--- src/rtl/instruction_memory_loader.sv ---
// Streams a length-prefixed byte image into instruction memory as big-endian
// 32-bit words, holding the CPU fetch stage stalled for the whole session.
module instruction_memory_loader #(
  parameter int DEPTH      = 64,
  parameter int ADDR_WIDTH = 6
) (
  input  logic                  clock,
  input  logic                  reset_n,
  input  logic                  start,
  input  logic                  abort,
  input  logic                  byte_valid,
  input  logic [7:0]            byte_data,
  output logic                  byte_ready,
  output logic                  mem_we,
  output logic [ADDR_WIDTH-1:0] mem_addr,
  output logic [31:0]           mem_data,
  output logic                  cpu_hold,
  output logic                  load_done,
  output logic                  load_error
);

  typedef enum logic [1:0] {IDLE, HEADER, LOAD, DONE} state_t;

  state_t                state, state_nxt;
  logic [ADDR_WIDTH-1:0] word_idx;
  logic [ADDR_WIDTH-1:0] last_idx;
  logic [1:0]            byte_idx;
  logic [23:0]           partial_p0;
  logic                  active;
  logic                  xfer;
  logic                  word_fire;

  // Header byte to index of the final word: 0 or anything past DEPTH means a full load.
  function automatic logic [ADDR_WIDTH-1:0] sat_last_idx(input logic [7:0] hdr);
    int n;
    n = int'(hdr);
    if ((n == 0) || (n > DEPTH)) n = DEPTH;
    return ADDR_WIDTH'(n - 1);
  endfunction

  assign active    = (state == HEADER) || (state == LOAD);
  assign xfer      = byte_valid && byte_ready;
  assign word_fire = (state == LOAD) && xfer && (byte_idx == 2'd3) && !abort;

  always_ff @(posedge clock or negedge reset_n) begin
    if (!reset_n) state <= IDLE;
    else          state <= state_nxt;
  end

  always_comb begin
    state_nxt = state;
    case (state)
      IDLE:    if (start) state_nxt = HEADER;
      HEADER: begin
        if (abort)     state_nxt = IDLE;
        else if (xfer) state_nxt = LOAD;
      end
      LOAD: begin
        if (abort)                                  state_nxt = IDLE;
        else if (word_fire && (word_idx == last_idx)) state_nxt = DONE;
      end
      DONE:    state_nxt = IDLE;
      default: state_nxt = IDLE;
    endcase
  end

  // Hold stays up through the error pulse so the CPU never restarts mid-abort.
  always_comb begin
    byte_ready = active;
    load_done  = (state == DONE);
    cpu_hold   = (state != IDLE) || load_error;
  end

  // Stage p0: byte assembly and indices; stage p1: registered memory write.
  always_ff @(posedge clock or negedge reset_n) begin
    if (!reset_n) begin
      word_idx   <= '0;
      last_idx   <= '0;
      byte_idx   <= '0;
      partial_p0 <= '0;
      mem_we     <= 1'b0;
      mem_addr   <= '0;
      mem_data   <= '0;
      load_error <= 1'b0;
    end else begin
      mem_we     <= word_fire;
      load_error <= active && abort;
      if (word_fire) begin
        mem_addr <= word_idx;
        mem_data <= {partial_p0, byte_data};
      end
      case (state)
        IDLE: begin
          if (start) begin
            word_idx   <= '0;
            byte_idx   <= '0;
            partial_p0 <= '0;
          end
        end
        HEADER: begin
          if (!abort && xfer) begin
            last_idx <= sat_last_idx(byte_data);
            word_idx <= '0;
            byte_idx <= '0;
          end
        end
        LOAD: begin
          if (!abort && xfer) begin
            if (byte_idx == 2'd3) begin
              byte_idx <= '0;
              if (word_idx != last_idx) word_idx <= word_idx + ADDR_WIDTH'(1);
            end else begin
              byte_idx   <= byte_idx + 2'd1;
              partial_p0 <= {partial_p0[15:0], byte_data};
            end
          end
        end
        default: ;
      endcase
    end
  end

endmodule

--- config.mk ---
export PLATFORM = sky130hd
export DESIGN_NAME = instruction_memory_loader
export DESIGN_NICKNAME = d
export VERILOG_FILES = /design/src/rtl/instruction_memory_loader.sv
export SDC_FILE = /design/constraint.sdc
export NUM_CORES = 1
export LEC_CHECK = 0
export CAP_MARGIN = 40
export CORE_AREA = 2 2 117 108
export DETAILED_ROUTE_END_ITERATION = 6
export DIE_AREA = 0 0 119 110
export PLACE_DENSITY_LB_ADDON = 0.25
export SETUP_SLACK_MARGIN = 0.5
export SLEW_MARGIN = 15
export SYNTH_ARGS = -nofsm -noshare
export SYNTH_HDL_FRONTEND = slang
export SYNTH_SLANG_ARGS = --single-unit
--- constraint.sdc ---
create_clock -name clock -period 3.3 [get_ports clock]
set_input_delay 0.33 -clock clock [delete_from_list [all_inputs] [get_ports clock]]
set_output_delay 0.33 -clock clock [all_outputs]
set_load 0.1 [all_outputs]
==> flow_metrics.env <==
export IMPL_min_period_ns=2.40
export IMPL_total_power_mw=2.98
export IMPL_rsz0062_at_grt="no"
export IMPL_diodes=0
export IMPL_cp_start_kind="flop"
export IMPL_synth_seq_area_share=0.577
export IMPL_cp_cell_sequence="inv_1, ha_1, nand3b_1, a221oi_2, o21ai_1, or4_1, a21oi_1"
export IMPL_rows=38
export IMPL_worstMarginPinSlew_ns=0.646
export IMPL_reg2reg_from="state[0]$_DFFE_PN0P_"
export IMPL_grt_met3_usage=0.0314
export IMPL_crit_required_ns=3.55
export IMPL_synth_enable_flop_cells=0
export IMPL_clock_fmax_mhz=417
export IMPL_cts_root_buf="clkbuf_16"
export IMPL_maxCapViolations=0
export IMPL_max_stage_delay_ns=0.57
export IMPL_ys_ff_latch=80
export IMPL_track_usage=0.127
export IMPL_post_synth_top_count_cell="nand2_1"
export IMPL_synthDominantCellAreaShare=0.577
export IMPL_drtIter0Drc=86
export IMPL_use_met2=0.203
export IMPL_synth_distinct_cells=37
export IMPL_drive_gt1_frac=0.180
export IMPL_fin_util=0.436
export IMPL_critPathMaxFanout=12
export IMPL_async_reset_ff_frac=1.00
export IMPL_crit_arrival_ns=2.65
export IMPL_antenna_left=0
export IMPL_fin_skew_ns=0.00899
export IMPL_clock_sinks=80
export IMPL_synthCells=362
export IMPL_cp_startpoint="state[0]$_DFFE_PN0P_"
export IMPL_io_pins=56
export IMPL_antenna_found_initial=0
export IMPL_clkLatencyLatePin_ns=0.33
export IMPL_use_met1=0.171
export IMPL_finalWorstSetupSlack_ns=0.903
export IMPL_synth_area_top_cells="dfrtp_1 58%, nand2_1 15%, o21ai_0 4.6%, mux2_2 4.2%, ha_1 2.5%"
export IMPL_status="completed"
export IMPL_io_buffer_count=55
export IMPL_critPathTopFamily="simple AND/OR/NAND/NOR gates"
export IMPL_grt_pass1_vias=2758
export IMPL_r2r_end="word_idx[5]$_DFFE_PN0P_"
export IMPL_cts_made_buffers=9
export IMPL_cp_num_buf_inv=1
export IMPL_core_um2=11800
export IMPL_crit_slowest_cell="or4_1"
export IMPL_dpl_worst_slack_ns=0.848
export IMPL_crit_type="flop to flop"
export IMPL_setup_viol=0
export IMPL_cts_tree="built"
export IMPL_syn_to_final_growth_pct=48.9
export IMPL_dpl_hpwl_mm=5.41
export IMPL_clk_pin_slew_ns=0.06
export IMPL_ys_flop_type="dfrtp_1"
export IMPL_grt_max_degree=62
export IMPL_drc=0
export IMPL_fp_dieW_um=119
export IMPL_routed_wl_mm=7.66
export IMPL_viasPerCell=4.39
export IMPL_layout_nets=477
export IMPL_power_density_nw_per_um2=576
export IMPL_multi_input_area_um2=1370
export IMPL_wl_per_cell_um=12.3
export IMPL_yosysTopAreaCell="dfrtp_1"
export IMPL_die_h_um=110
export IMPL_period_share=0.726
export IMPL_relSlewSlack=0.566
export IMPL_htreeDepth=3
export IMPL_vias=2733
export IMPL_hold_viol_final=0
export IMPL_vdd_drop_max_v=0.000260
export IMPL_hold_class="input port to asynchronous set/reset pin"
export IMPL_dr_pass1_iters=4
export IMPL_busiest_layer="met2"
export IMPL_p_leak_nw=2.38
export IMPL_dieArea_um2=13100
export IMPL_yosysWarnings=0
export IMPL_regToRegSetupSlack_ns=0.90
export IMPL_cp_end_kind="flop"
export IMPL_syn_nets=382
export IMPL_routabilityCongestion=0.782
export IMPL_grt_pass1_wl_mm=13.3
export IMPL_grt_ovfl_total=0
export IMPL_regArea_um2=2000
export IMPL_synth_cell_area_um2=3470
export IMPL_fill_cells=1136
export IMPL_fin_tns_setup_ns=0
export IMPL_ys_top_cells_by_count="135 x nand2_1, 80 x dfrtp_1, 32 x o21ai_0"
export IMPL_initial_core_util=0.293
export IMPL_avgSynthCellArea_um2=9.59
export IMPL_report_final_slew_viol_count=0
export IMPL_ctsLongestPathBuffers=2
export IMPL_r2r_cells=7
[state kept, by name, summed over array words and instances, names as in the netlist]
name / count
state: 2
mem_we: 1
word_idx: 6
partial_p0: 24
byte_idx: 2
mem_addr: 6
mem_data: 32
last_idx: 6
load_error: 1
[where the power goes]
part / total (mW) / switching, mW / internal (mW)
Combinational: 0.771 / 0.533 / 0.237
Sequential: 1.13 / 0.0701 / 1.06
Clock: 1.07 / 0.373 / 0.702
[per-stage QoR]
stage	area, µm²	hold WS [ns]	instances
final	5170	0.426	622
after global routing	5170	0.464	622
after CTS	5160	0.425	621
after detailed placement	4820	0.243	604
after global placement	4170	0.457	563
after floorplan	3470	0.0344	362
[kinds of logic after synthesis]
group	synth area share
AND/OR/NAND/NOR	0.209
flip-flops	0.577
AO/OA/AOI/OAI	0.0840
buffers and inverters	0.0285
multiplexers	0.0508
XOR/XNOR	0.0252
adder cells (fa/ha/maj)	0.0252
[layout by cell type (no fill, tap or decap), drive strengths merged, types with 2 or more instances in the layout]
cell and instances:
dfrtp 80, nand2 135, buf 50, a22o 4
nand4 2, mux2i 3, nand2b 3, a31oi 3
a21oi 5, clkdlybuf4s50 51, ha 7, clkbuf 11
nor2b 4, inv 5, o21ai 33, xor2 3
mux2 13, nor2 14, or3 3, bufinv 2
clkinv 3, nand3 8, xnor2 7
[final cells by class]
cell class,instances,area share
inverter,5,0.00363
clock buffer,11,0.0489
multi-input combinational,259,0.266
tap,160,0.0387
sequential,80,0.387
clock inverter,5,0.0153
timing repair buffer,102,0.240
[worst max-delay path by stage]
stage                                         end  depth (start not counted)
after floorplan           word_idx[3]$_DFFE_PN0P_                          8
after global placement    word_idx[5]$_DFFE_PN0P_                          6
after detailed placement  word_idx[5]$_DFFE_PN0P_                          6
after CTS                 word_idx[5]$_DFFE_PN0P_                          7
after global routing      word_idx[5]$_DFFE_PN0P_                          7
final                     word_idx[5]$_DFFE_PN0P_                          7
[layer usage]
| metal | wire (µm) | up-vias |
|---|---|---|
| met3 | 315 | 6 |
| met4 | 80 | 0 |
| met1 | 3840 | 1289 |
| met5 | 0 | - |
| li1 | - | 1382 |
| met2 | 3430 | 56 |
[repair_timing]
item,in CTS,in global routing
buffers inserted,0,0
hold buffers,1,0
endpoints found under the setup margin,0,0
resized for setup,0,0
endpoints found under the hold margin,19,0
Note: power is estimated with default switching activity, not from simulation.
